==> src/rtl/sms32_inv_pkg.sv <==
// Shared types, constants and basis-change/squaring matrices for the x^40 S-box inverse.
// Field: GF(2^6) polynomial basis mod x^6+x+1 <-> tower GF((2^3)^2), GF(2^3) in normal basis.
package sms32_inv_pkg;

  typedef enum logic [1:0] {
    IDLE = 2'd0,
    COMP = 2'd1,
    DONE = 2'd2,
    CHK  = 2'd3
  } state_t;

  // Column j of a matrix is the image of basis vector j.
  typedef logic [5:0][5:0] mat6_t;

  localparam logic [5:0] EXP_DEFAULT = 6'd52;
  // Tower element {hi, lo}: value = hi*z + lo, with z^2 = z + nu.
  // GF(2^3) normal basis {g, g^2, g^4}, g a root of y^3+y^2+1, so one = (1,1,1).
  localparam logic [5:0] TOWER_ONE = 6'h07;
  localparam logic [2:0] GF8_NU    = 3'b001;
  localparam logic [2:0] ITER_LAST = 3'd6;

  function automatic logic [2:0] gf8_mul(input logic [2:0] a, input logic [2:0] b);
    logic t01, t02, t12;
    t01 = (a[0] & b[1]) ^ (a[1] & b[0]);
    t02 = (a[0] & b[2]) ^ (a[2] & b[0]);
    t12 = (a[1] & b[2]) ^ (a[2] & b[1]);
    return {(a[1] & b[1]) ^ t01 ^ t02,
            (a[0] & b[0]) ^ t02 ^ t12,
            (a[2] & b[2]) ^ t01 ^ t12};
  endfunction

  function automatic logic [5:0] gf64_mul(input logic [5:0] a, input logic [5:0] b);
    logic [2:0] hh;
    hh = gf8_mul(a[5:3], b[5:3]);
    return {hh ^ gf8_mul(a[5:3], b[2:0]) ^ gf8_mul(a[2:0], b[5:3]),
            gf8_mul(hh, GF8_NU) ^ gf8_mul(a[2:0], b[2:0])};
  endfunction

  function automatic logic [5:0] mat_vec(input mat6_t m, input logic [5:0] v);
    logic [5:0] r;
    r = '0;
    for (int j = 0; j < 6; j++) begin
      if (v[j]) r = r ^ m[j];
    end
    return r;
  endfunction

  // Matrix of x -> x^(2^n) in the tower basis.
  function automatic mat6_t sq_mat(input int n);
    mat6_t      m;
    logic [5:0] v;
    for (int j = 0; j < 6; j++) begin
      v    = '0;
      v[j] = 1'b1;
      for (int i = 0; i < n; i++) v = gf64_mul(v, v);
      m[j] = v;
    end
    return m;
  endfunction

  // Polynomial x^i maps to beta^i, beta a tower root of x^6+x+1.
  function automatic mat6_t iso_mat();
    mat6_t      m;
    logic [5:0] beta, t1, t2, t4, pw;
    beta = '0;
    for (int t = 63; t > 0; t--) begin
      t1 = 6'(t);
      t2 = gf64_mul(t1, t1);
      t4 = gf64_mul(t2, t2);
      if ((gf64_mul(t4, t2) ^ t1 ^ TOWER_ONE) == 6'h00) beta = t1;
    end
    pw = TOWER_ONE;
    for (int i = 0; i < 6; i++) begin
      m[i] = pw;
      pw   = gf64_mul(pw, beta);
    end
    return m;
  endfunction

  function automatic mat6_t inv_mat(input mat6_t fwd);
    mat6_t      m;
    logic [5:0] e, v;
    m = '0;
    for (int j = 0; j < 6; j++) begin
      e    = '0;
      e[j] = 1'b1;
      for (int i = 0; i < 64; i++) begin
        v = 6'(i);
        if (mat_vec(fwd, v) == e) m[j] = v;
      end
    end
    return m;
  endfunction

  localparam mat6_t ISO_MAT     = iso_mat();
  localparam mat6_t INV_ISO_MAT = inv_mat(ISO_MAT);
  localparam mat6_t SQ_MAT      = sq_mat(1);

endpackage

==> src/rtl/sms32_40_pn_5_3_inv_seq_mul.sv <==
// Combinational GF((2^3)^2) multiplier: (ah*z+al)(bh*z+bl) with z^2 = z + nu.
module gf64_tower_mul
  import sms32_inv_pkg::*;
(
  input  logic [5:0] a,
  input  logic [5:0] b,
  output logic [5:0] p
);

  logic [2:0] hh, hl, lh, ll;

  assign hh = gf8_mul(a[5:3], b[5:3]);
  assign hl = gf8_mul(a[5:3], b[2:0]);
  assign lh = gf8_mul(a[2:0], b[5:3]);
  assign ll = gf8_mul(a[2:0], b[2:0]);
  assign p  = {hh ^ hl ^ lh, gf8_mul(hh, GF8_NU) ^ ll};

endmodule

==> src/rtl/sms32_40_pn_5_3_inv_seq.sv <==
// Sequential inverse of the x^40 S-box: square-and-multiply x^EXP in the tower field, 7-cycle latency.
// Optional self-check (macro SMS32_INV_SELFCHECK_EN) re-applies x^40 and flags err, adding one cycle.
module sms32_40_pn_5_3_inv_seq
  import sms32_inv_pkg::*;
#(
  parameter logic [5:0] EXP = EXP_DEFAULT
) (
  input  logic       clk,
  input  logic       rst_n,
  input  logic       in_valid,
  output logic       in_ready,
  input  logic [5:0] in_data,
  output logic       out_valid,
  input  logic       out_ready,
  output logic [5:0] out_data,
  output logic       busy,
  output logic       err
);

  localparam logic [7:0] EXP_EXT = {2'b00, EXP};

  state_t     state, state_nxt;
  logic [5:0] sq, acc;
  logic [2:0] k;
  logic [5:0] mul_a, mul_b, mul_p;
  logic       exp_bit;

  assign exp_bit = EXP_EXT[k];

  gf64_tower_mul u_mul (
    .a (mul_a),
    .b (mul_b),
    .p (mul_p)
  );

  always_ff @(posedge clk or negedge rst_n) begin
    if (!rst_n) state <= IDLE;
    else        state <= state_nxt;
  end

  always_comb begin
    state_nxt = state;
    in_ready  = 1'b0;
    out_valid = 1'b0;
    busy      = 1'b0;
    case (state)
      IDLE: begin
        in_ready = 1'b1;
        if (in_valid) state_nxt = COMP;
      end
      COMP: begin
        busy = 1'b1;
`ifdef SMS32_INV_SELFCHECK_EN
        if (k == ITER_LAST) state_nxt = CHK;
`else
        if (k == ITER_LAST) state_nxt = DONE;
`endif
      end
`ifdef SMS32_INV_SELFCHECK_EN
      CHK: begin
        busy      = 1'b1;
        state_nxt = DONE;
      end
`endif
      DONE: begin
        out_valid = 1'b1;
        if (out_ready) state_nxt = IDLE;
      end
      default: state_nxt = IDLE;
    endcase
  end

  // The last COMP cycle (k == ITER_LAST) only maps the finished accumulator back.
  always_ff @(posedge clk or negedge rst_n) begin
    if (!rst_n) begin
      sq       <= '0;
      acc      <= '0;
      k        <= '0;
      out_data <= '0;
    end else begin
      case (state)
        IDLE: begin
          if (in_valid) begin
            sq  <= mat_vec(ISO_MAT, in_data);
            acc <= TOWER_ONE;
            k   <= '0;
          end
        end
        COMP: begin
          if (k != ITER_LAST) begin
            if (exp_bit) acc <= mul_p;
            sq <= mat_vec(SQ_MAT, sq);
            k  <= k + 3'd1;
          end else begin
            out_data <= mat_vec(INV_ISO_MAT, acc);
          end
        end
        default: ;
      endcase
    end
  end

`ifdef SMS32_INV_SELFCHECK_EN
  localparam mat6_t SQ8_MAT  = sq_mat(3);
  localparam mat6_t SQ32_MAT = sq_mat(5);

  logic [5:0] in_q, res_t;

  assign res_t = mat_vec(ISO_MAT, out_data);

  // In CHK the shared multiplier forms r^32 * r^8 = r^40 of the registered result.
  always_comb begin
    mul_a = acc;
    mul_b = sq;
    if (state == CHK) begin
      mul_a = mat_vec(SQ32_MAT, res_t);
      mul_b = mat_vec(SQ8_MAT, res_t);
    end
  end

  always_ff @(posedge clk or negedge rst_n) begin
    if (!rst_n) begin
      in_q <= '0;
      err  <= 1'b0;
    end else begin
      if (state == IDLE && in_valid) in_q <= in_data;
      if (state == CHK) err <= (mat_vec(INV_ISO_MAT, mul_p) != in_q);
    end
  end
`else
  assign mul_a = acc;
  assign mul_b = sq;
  assign err   = 1'b0;
`endif

endmodule

==> config.mk <==
export PLATFORM = sky130hd
export DESIGN_NAME = sms32_40_pn_5_3_inv_seq
export DESIGN_NICKNAME = d
export VERILOG_FILES = /design/src/rtl/sms32_inv_pkg.sv /design/src/rtl/sms32_40_pn_5_3_inv_seq_mul.sv /design/src/rtl/sms32_40_pn_5_3_inv_seq.sv
export SDC_FILE = /design/constraint.sdc
export NUM_CORES = 1
export LEC_CHECK = 0
export BUFFER_PORTS_ARGS = -buffer_cell sky130_fd_sc_hd__buf_2
export CAP_MARGIN = 0
export CORE_UTILIZATION = 55
export CTS_BUF_LIST = sky130_fd_sc_hd__clkbuf_2 sky130_fd_sc_hd__clkbuf_4 sky130_fd_sc_hd__clkbuf_8
export CTS_CLUSTER_SIZE = 25
export DETAILED_ROUTE_END_ITERATION = 16
export GPL_ROUTABILITY_DRIVEN = 0
export PLACE_DENSITY_LB_ADDON = 0.12
export SLEW_MARGIN = 20
export SYNTH_ARGS = -nofsm -noshare
export SYNTH_HDL_FRONTEND = slang
export SYNTH_SLANG_ARGS = --single-unit
==> constraint.sdc <==
create_clock -name clk -period 2.7 [get_ports clk]
set_input_delay 0.135 -clock clk [delete_from_list [all_inputs] [get_ports clk]]
set_output_delay 0.135 -clock clk [all_outputs]
set_load 0.1 [all_outputs]
==> results of run 1 <==
per-stage QoR:
step	setup slack [ns]	cell area, µm²	hold WS (ns)	utilization	cells
final	0.394	2480	0.0238	0.610	354
after global routing	0.256	2480	0.0270	0.610	354
after CTS	0.388	2480	0.0274	0.610	354
after detailed placement	0.404	2420	0.142	0.596	349
after global placement	0.456	2420	0.137	0.596	349
after floorplan	0.392	2360	-0.161	-	298
synth_stat cells (all sizes together) (2+ instances only):
| master | count | share of area |
|---|---|---|
| xnor2 | 37 | 0.14 |
| o22a | 4 | 0.015 |
| a2bb2oi | 2 | 0.010 |
| clkbuf | 4 | 0.0064 |
| inv | 14 | 0.022 |
| a221o | 2 | 0.0085 |
| buf | 24 | 0.067 |
| a211oi | 2 | 0.0064 |
| nand2b | 2 | 0.0053 |
| and2 | 2 | 0.0053 |
| mux2i | 7 | 0.030 |
| or3 | 2 | 0.0053 |
| ha | 2 | 0.011 |
| a31oi | 3 | 0.0080 |
| a222oi | 2 | 0.0085 |
| nor3 | 3 | 0.0064 |
| a21boi | 4 | 0.013 |
| nor2 | 14 | 0.022 |
| dfrtp | 23 | 0.24 |
| nor2b | 8 | 0.021 |
| a21oi | 15 | 0.032 |
| o221ai | 3 | 0.014 |
| xor2 | 6 | 0.022 |
| a221oi | 2 | 0.0074 |
| o21ai | 33 | 0.072 |
| a32oi | 3 | 0.011 |
| a22o | 2 | 0.0074 |
| o22ai | 7 | 0.019 |
| nand3 | 11 | 0.023 |
| nand2 | 36 | 0.057 |
final cells by class:
cell class | instances | area, µm² | area share
clock inverter | 1 | 7.51 | 0.00303
timing repair buffer | 30 | 183 | 0.0738
sequential | 23 | 576 | 0.232
clock buffer | 3 | 41.3 | 0.0167
tap | 50 | 62.6 | 0.0253
multi-input combinational | 233 | 1550 | 0.628
inverter | 14 | 52.6 | 0.0212
path summary, 6_finish.rpt:
check / from / to / slack, ns / cells after the start
worst min-delay path: out_ready / state[1] / 0.02 / 2
min in group asynchronous: rst_n / k[0] / 0.38 / 2
worst max register to register: mul_b[3] / acc[1] / 0.39 / 7
worst max-delay path: mul_b[3] / acc[1] / 0.39 / 7
worst min register to register: out_data[3] / out_data[3] / 0.48 / 2
max in group asynchronous: rst_n / acc[3] / 1.96 / 2
placed cells by master, fill, tap and decap left out, types with 3 or more instances in the layout:
cell type | netlist | routed
sky130_fd_sc_hd__inv_1 | 14 | 14
sky130_fd_sc_hd__nor2b_1 | 8 | 8
sky130_fd_sc_hd__xnor2_1 | 36 | 36
sky130_fd_sc_hd__nand2_1 | 36 | 36
sky130_fd_sc_hd__mux2i_1 | 7 | 7
sky130_fd_sc_hd__nand3_1 | 11 | 11
sky130_fd_sc_hd__a21oi_1 | 15 | 15
sky130_fd_sc_hd__o22a_1 | 4 | 4
sky130_fd_sc_hd__buf_2 | 13 | 18
sky130_fd_sc_hd__nor3_1 | 3 | 3
sky130_fd_sc_hd__o21ai_1 | 5 | 5
sky130_fd_sc_hd__dfrtp_1 | 23 | 23
sky130_fd_sc_hd__a31oi_1 | 3 | 3
sky130_fd_sc_hd__clkbuf_8 | 0 | 3
sky130_fd_sc_hd__a21boi_0 | 3 | 3
sky130_fd_sc_hd__nor2_1 | 14 | 14
sky130_fd_sc_hd__buf_4 | 8 | 11
sky130_fd_sc_hd__a32oi_1 | 3 | 3
sky130_fd_sc_hd__o22ai_1 | 7 | 7
sky130_fd_sc_hd__xor2_1 | 6 | 6
sky130_fd_sc_hd__o21ai_0 | 27 | 27
what timing repair did:
| item | in CTS | in global routing |
|---|---|---|
| endpoints found under the hold margin | 23 | 0 |
| setup endpoints to repair | 0 | 0 |
| hold buffers | 1 | 0 |
| setup buffers | 0 | 0 |
layer usage:
| metal | share of wire | global-route usage | vias up |
|---|---|---|---|
| met5 | 0 | 0 | - |
| met4 | 0.0036 | 0.0346 | 0 |
| met3 | 0.043 | 0.0389 | 2 |
| met2 | 0.45 | 0.383 | 54 |
| met1 | 0.50 | 0.378 | 972 |
| li1 | - | - | 1053 |
critical path, cell delays in order, from the launching register on:
cell and delay, ns:
sky130_fd_sc_hd__dfrtp_1 0.73, sky130_fd_sc_hd__or2b_1 0.20, sky130_fd_sc_hd__o21ai_0 0.07, sky130_fd_sc_hd__a221o_1 0.31, sky130_fd_sc_hd__a221o_1 0.39, sky130_fd_sc_hd__xor2_1 0.19
sky130_fd_sc_hd__xnor2_1 0.15, sky130_fd_sc_hd__o22a_1 0.16
state kept, by name (all words and copies together), names as in the netlist:
name,flops
k,3
mul_b,6
out_data,6
acc,6
state,2
cells by family after synthesis:
logic type                 count (synthesis)
AOI/OAI and AO/OA                         94
xor gates and xnor gates                  44
adders and majority gates                  2
buffers and inverters                     42
DFF                                       23
muxes                                      8
other                                      1
and+or+nand+nor                           84
==> impl_metrics.xml, run 1 <==
<?xml version="1.0" encoding="UTF-8"?>
<metrics>
  <group name="final_layout">
    <metric name="num-fill-cells" unit="">369</metric>
    <metric name="signed_area_change_from_the_synthesized_netlist_to_the_final_layout" unit="%">5.10</metric>
    <metric name="drive_gt1_frac" unit="">0.135</metric>
    <metric name="antennaDiodeCount" unit="">0</metric>
    <metric name="final_net_count" unit="">317</metric>
  </group>
  <group name="die">
    <metric name="io-pin-count" unit="">20</metric>
    <metric name="fp-row-count" unit="">23</metric>
    <metric name="dieWidth" unit="µm">67.5</metric>
    <metric name="die_height" unit="µm">67.5</metric>
    <metric name="floorplan.initialDensity" unit="">0.581</metric>
    <metric name="die_outline_area" unit="µm²">4550</metric>
    <metric name="core_ar" unit="µm²">4060</metric>
  </group>
  <group name="synth">
    <metric name="synth.lib_cells_used.distinct" unit="">57</metric>
    <metric name="yosys_most_used_dff" unit="">sky130_fd_sc_hd__dfrtp_1</metric>
    <metric name="mux_contribution_to_synthesized_area" unit="">0.0345</metric>
    <metric name="share_of_the_synthesized_area_in_compound_gates_ao_oa_aoi_oai" unit="">0.275</metric>
    <metric name="synthCells" unit="">298</metric>
    <metric name="ys_seq_elements" unit="">23</metric>
    <metric name="synthesis.area" unit="µm²">2360</metric>
    <metric name="synth_top_family_by_area" unit="">compound AO/OA/AOI/OAI gates</metric>
    <metric name="yosys.area_share.xor_xnor" unit="">0.173</metric>
    <metric name="sequential_cell_area_fraction_in_the_yosys_report" unit="">0.244</metric>
    <metric name="synth_async_sr_flop_share" unit="">1.00</metric>
    <metric name="synth-edff-count" unit="">0</metric>
    <metric name="synth-adder-area-share" unit="">0.0106</metric>
    <metric name="total_nets_after_synthesis" unit="">310</metric>
    <metric name="average_cell_area_after_synthesis" unit="µm²">7.91</metric>
    <metric name="synth-simple-area-share" unit="">0.165</metric>
    <metric name="synth_warnings" unit="">0</metric>
  </group>
  <group name="place">
    <metric name="detailedPlacementHpwl" unit="µm">3880</metric>
    <metric name="buffer_ports.inserted" unit="">18</metric>
  </group>
  <group name="global_route">
    <metric name="grt_pass1_wl" unit="µm">8600</metric>
    <metric name="antenna_violations_before_repair" unit="">0</metric>
    <metric name="grt_max_degree" unit="">24</metric>
    <metric name="total_gr_overflow" unit="">0</metric>
    <metric name="grt_pass1_vias" unit="">1747</metric>
    <metric name="grtUsageTotal" unit="">0.251</metric>
  </group>
  <group name="clocking">
    <metric name="clk_transition_reported_paths" unit="ns">0.09</metric>
    <metric name="cts-root-to-sink-buffers" unit="">2</metric>
    <metric name="htree_levels" unit="">1</metric>
    <metric name="tritoncts" unit="">yes</metric>
    <metric name="post_cts_resize_count" unit="">0</metric>
    <metric name="cts.sink_count" unit="">23</metric>
    <metric name="clk_latency" unit="ns">0.27</metric>
    <metric name="root_buffer" unit="">sky130_fd_sc_hd__clkbuf_8</metric>
    <metric name="cts-buffers-inserted" unit="">3</metric>
  </group>
  <group name="detailed_routing">
    <metric name="drt.antenna.violating_nets" unit="">0</metric>
    <metric name="drt_first_iter_violations" unit="">201</metric>
    <metric name="detail_route.drc_violations" unit="">0</metric>
    <metric name="pre_repair_dr_iteration_count" unit="">4</metric>
    <metric name="post_drt_wl_per_cell" unit="µm">15.1</metric>
    <metric name="detail_route.vias_per_cell" unit="">5.88</metric>
    <metric name="postRouteWirelength" unit="µm">5350</metric>
    <metric name="num_vias" unit="">2081</metric>
  </group>
  <group name="timing">
    <metric name="timing.max_slew.rel_slack" unit="">0.543</metric>
    <metric name="setup-violations-final" unit="">0</metric>
    <metric name="post-route-period-util" unit="">0.854</metric>
    <metric name="hold_violations" unit="">0</metric>
    <metric name="slew_viol_final" unit="">0</metric>
    <metric name="period_minus_slack" unit="ns">2.31</metric>
    <metric name="clock.fmax" unit="GHz">0.434</metric>
    <metric name="finalClockSkew" unit="ns">0.00230</metric>
    <metric name="worstMarginPinSlew" unit="ns">0.685</metric>
    <metric name="setup-tns-final" unit="ns">0</metric>
    <metric name="grt_setup_unrepaired" unit="">false</metric>
  </group>
  <group name="worst_setup_path">
    <metric name="crit_path_max_fanout" unit="">17</metric>
    <metric name="startpoint_type" unit="">register</metric>
    <metric name="critPathRequiredTime" unit="ns">2.86</metric>
    <metric name="cp_data_arrival_time" unit="ns">2.47</metric>
    <metric name="timing.critical_path.to_type" unit="">register</metric>
    <metric name="timing.setup.critical_path_class" unit="">reg -&gt; reg</metric>
  </group>
  <group name="hold_path">
    <metric name="path_class_of_the_lowest_slack_min_delay_path" unit="">in -&gt; reg</metric>
  </group>
  <group name="run">
    <metric name="drv.max_cap_violation_count" unit="">0</metric>
  </group>
  <group name="run_status">
    <metric name="status" unit="">complete, no violations</metric>
  </group>
</metrics>
Power of run 1 is not shown: default switching activity piles up to over one toggle a cycle in this logic, so the estimate is an artifact.
==> run 2, diff against run 1 <==
- ABC_AREA: not set -> 1
==> run 2 against run 1 <==
First-iteration DRC count fell by 27%. Non-clock buffer count fell by 11. Routed wire length fell by 12%. Cell count rose by 19%. Worst hold slack improved by 0.030 ns. Global-route usage fell by 1.7 points. Die area rose by 0.82%. Core utilization fell by 0.74 points. Cell area fell by 0.51%. Synthesized cell count rose by 21%. Via count rose by 0.53%. Critical endpoint unchanged. Highest routed layer unchanged.
==> impl_metrics.xml, run 2 <==
<?xml version="1.0" encoding="UTF-8"?>
<metrics>
  <group name="final_layout">
    <metric name="final_net_count" unit="">383</metric>
    <metric name="num-fill-cells" unit="">411</metric>
    <metric name="mostFrequentLayoutCell" unit="">sky130_fd_sc_hd__nand2_1</metric>
    <metric name="drive_gt1_frac" unit="">0.149</metric>
    <metric name="mostFrequentLayoutCells" unit="">sky130_fd_sc_hd__nand2_1 (145), sky130_fd_sc_hd__nand3_1 (37), sky130_fd_sc_hd__inv_1 (35)</metric>
    <metric name="antennaDiodeCount" unit="">0</metric>
    <metric name="signed_area_change_from_the_synthesized_netlist_to_the_final_layout" unit="%">3.69</metric>
  </group>
  <group name="worst_setup_path">
    <metric name="cp_data_arrival_time" unit="ns">2.11</metric>
    <metric name="timing.setup.critical_path_class" unit="">reg -&gt; reg</metric>
    <metric name="critPathRequiredTime" unit="ns">2.87</metric>
    <metric name="timing.critical_path.to_type" unit="">register</metric>
    <metric name="startpoint_type" unit="">register</metric>
    <metric name="crit_path_max_fanout" unit="">13</metric>
  </group>
  <group name="detailed_routing">
    <metric name="drt.antenna.violating_nets" unit="">0</metric>
    <metric name="detail_route.vias_per_cell" unit="">4.98</metric>
    <metric name="num_vias" unit="">2092</metric>
    <metric name="postRouteWirelength" unit="µm">4730</metric>
    <metric name="detail_route.drc_violations" unit="">0</metric>
    <metric name="drt_first_iter_violations" unit="">146</metric>
    <metric name="post_drt_wl_per_cell" unit="µm">11.3</metric>
    <metric name="pre_repair_dr_iteration_count" unit="">4</metric>
  </group>
  <group name="timing">
    <metric name="clock.fmax" unit="GHz">0.515</metric>
    <metric name="hold_violations" unit="">0</metric>
    <metric name="slew_viol_final" unit="">0</metric>
    <metric name="final_critical_path_setup_slack" unit="ns">0.759</metric>
    <metric name="worst_hold_slack" unit="ns">0.0535</metric>
    <metric name="grt_setup_unrepaired" unit="">false</metric>
    <metric name="setup-tns-final" unit="ns">0</metric>
    <metric name="period_minus_slack" unit="ns">1.94</metric>
    <metric name="timing.max_slew.rel_slack" unit="">0.602</metric>
    <metric name="worstMarginPinSlew" unit="ns">0.597</metric>
    <metric name="finalClockSkew" unit="ns">0.00430</metric>
    <metric name="post-route-period-util" unit="">0.719</metric>
    <metric name="setup-violations-final" unit="">0</metric>
  </group>
  <group name="die">
    <metric name="dieWidth" unit="µm">67.7</metric>
    <metric name="die_height" unit="µm">67.7</metric>
    <metric name="floorplan.initialDensity" unit="">0.581</metric>
    <metric name="core_ar" unit="µm²">4090</metric>
    <metric name="fp-row-count" unit="">23</metric>
    <metric name="io-pin-count" unit="">20</metric>
    <metric name="die_outline_area" unit="µm²">4590</metric>
  </group>
  <group name="clocking">
    <metric name="root_buffer" unit="">sky130_fd_sc_hd__clkbuf_8</metric>
    <metric name="clk_transition_reported_paths" unit="ns">0.09</metric>
    <metric name="tritoncts" unit="">yes</metric>
    <metric name="cts.sink_count" unit="">23</metric>
    <metric name="post_cts.repair.setup_buffers" unit="">0</metric>
    <metric name="cts-buffers-inserted" unit="">3</metric>
    <metric name="cts-root-to-sink-buffers" unit="">2</metric>
    <metric name="number_of_buffers_added_to_fix_hold_violations_after_cts" unit="">1</metric>
    <metric name="htree_levels" unit="">1</metric>
    <metric name="clk_latency" unit="ns">0.26</metric>
    <metric name="post_cts_resize_count" unit="">0</metric>
  </group>
  <group name="global_route">
    <metric name="grt_pass1_wl" unit="µm">8020</metric>
    <metric name="antenna_violations_before_repair" unit="">0</metric>
    <metric name="grt_pass1_vias" unit="">1777</metric>
    <metric name="grt_max_degree" unit="">24</metric>
    <metric name="total_gr_overflow" unit="">0</metric>
    <metric name="grtUsageTotal" unit="">0.234</metric>
  </group>
  <group name="synth">
    <metric name="average_cell_area_after_synthesis" unit="µm²">6.58</metric>
    <metric name="sequential_cell_area_fraction_in_the_yosys_report" unit="">0.242</metric>
    <metric name="leading_post_synthesis_cells_by_cell_area" unit="">sky130_fd_sc_hd__dfrtp_1 (24%), sky130_fd_sc_hd__nand2_1 (23%), sky130_fd_sc_hd__nand3_1 (7.8%), sky130_fd_sc_hd__xor2_1 (6.3%), sky130_fd_sc_hd__xnor2_1 (5.9%)</metric>
    <metric name="synth-edff-count" unit="">0</metric>
    <metric name="yosysMostFrequentCell" unit="">sky130_fd_sc_hd__nand2_1</metric>
    <metric name="yosys_most_used_dff" unit="">sky130_fd_sc_hd__dfrtp_1</metric>
    <metric name="synth_top_area_share" unit="">0.242</metric>
    <metric name="total_nets_after_synthesis" unit="">373</metric>
    <metric name="synthCells" unit="">361</metric>
    <metric name="synth_common_cells" unit="">sky130_fd_sc_hd__nand2_1 (145), sky130_fd_sc_hd__nand3_1 (37), sky130_fd_sc_hd__inv_1 (35)</metric>
    <metric name="synthesis.area" unit="µm²">2380</metric>
    <metric name="synth_largest_area_cell" unit="">sky130_fd_sc_hd__dfrtp_1</metric>
    <metric name="synth_async_sr_flop_share" unit="">1.00</metric>
    <metric name="synth.lib_cells_used.distinct" unit="">34</metric>
    <metric name="synth_warnings" unit="">0</metric>
    <metric name="ys_seq_elements" unit="">23</metric>
  </group>
  <group name="place">
    <metric name="detailedPlacementHpwl" unit="µm">3800</metric>
    <metric name="buffer_ports.inserted" unit="">18</metric>
    <metric name="dpl_worst_slack" unit="ns">0.788</metric>
  </group>
  <group name="hold_path">
    <metric name="path_class_of_the_lowest_slack_min_delay_path" unit="">in -&gt; reg</metric>
  </group>
  <group name="run">
    <metric name="drv.max_cap_violation_count" unit="">0</metric>
  </group>
  <group name="run_status">
    <metric name="status" unit="">complete, no violations</metric>
  </group>
</metrics>
[run 2: worst max-delay path: stages (launching register included)]
cell and delay (ns):
sky130_fd_sc_hd__dfrtp_1 0.73, sky130_fd_sc_hd__nand2_1 0.19, sky130_fd_sc_hd__xor2_1 0.26, sky130_fd_sc_hd__nand2_1 0.10, sky130_fd_sc_hd__nand2_1 0.07, sky130_fd_sc_hd__nand2_1 0.04
sky130_fd_sc_hd__nand2_1 0.11, sky130_fd_sc_hd__nand2_1 0.08, sky130_fd_sc_hd__nand3_1 0.08, sky130_fd_sc_hd__nand3_1 0.08, sky130_fd_sc_hd__nand2_1 0.07, sky130_fd_sc_hd__inv_1 0.03
[run 2: cells by family (layout without fill, tap and decap cells)]
kind of cell / after synthesis / after routing / share of synthesized area
xor gates and xnor gates: 37 / 37 / 0.149
AOI/OAI and AO/OA: 26 / 26 / 0.0621
and+or+nand+nor: 219 / 219 / 0.422
other: 1 / 1 / 0.00158
adders and majority gates: 2 / 2 / 0.0105
DFF: 23 / 23 / 0.242
buffers and inverters: 53 / 62 / 0.113
[run 2: path summary, 6_finish.rpt]
check | startpoint | endpoint | slack (ns) | cells after the start
worst min-delay path | out_ready | state[1] | 0.05 | 2
worst max-delay path | mul_b[3] | acc[1] | 0.76 | 11
min in group asynchronous | rst_n | out_data[5] | 0.37 | 2
max in group asynchronous | rst_n | mul_b[2] | 1.98 | 2
worst min register to register | out_data[0] | out_data[0] | 0.48 | 2
worst max register to register | mul_b[3] | acc[1] | 0.76 | 11
[run 2: per-stage QoR]
step                      cells  utilization  area (µm²)
final                       420        0.603        2460
after global routing        420        0.603        2460
after CTS                   420        0.603        2460
after detailed placement    415        0.589        2410
after global placement      415        0.589        2410
after floorplan             361            -        2380
[run 2: layer usage]
| metal | part of all wire | track usage | vias to the layer above |
|---|---|---|---|
| li1 | - | - | 1134 |
| met4 | 0.0027 | 0.0266 | 0 |
| met1 | 0.52 | 0.330 | 927 |
| met2 | 0.45 | 0.385 | 29 |
| met5 | 0 | 0 | - |
| met3 | 0.023 | 0.0355 | 2 |
[run 2: cell type report]
class / instances / area [µm²] / share of cell area
Timing Repair Buffer: 19 / 100 / 0.0406
Clock inverter: 1 / 5.00 / 0.00203
Sequential cell: 23 / 576 / 0.234
Multi-Input combinational cell: 285 / 1530 / 0.622
Clock buffer: 3 / 41.3 / 0.0168
Inverter: 39 / 146 / 0.0594
Tap cell: 50 / 62.6 / 0.0254
Power of run 2 is left out for the same reason.
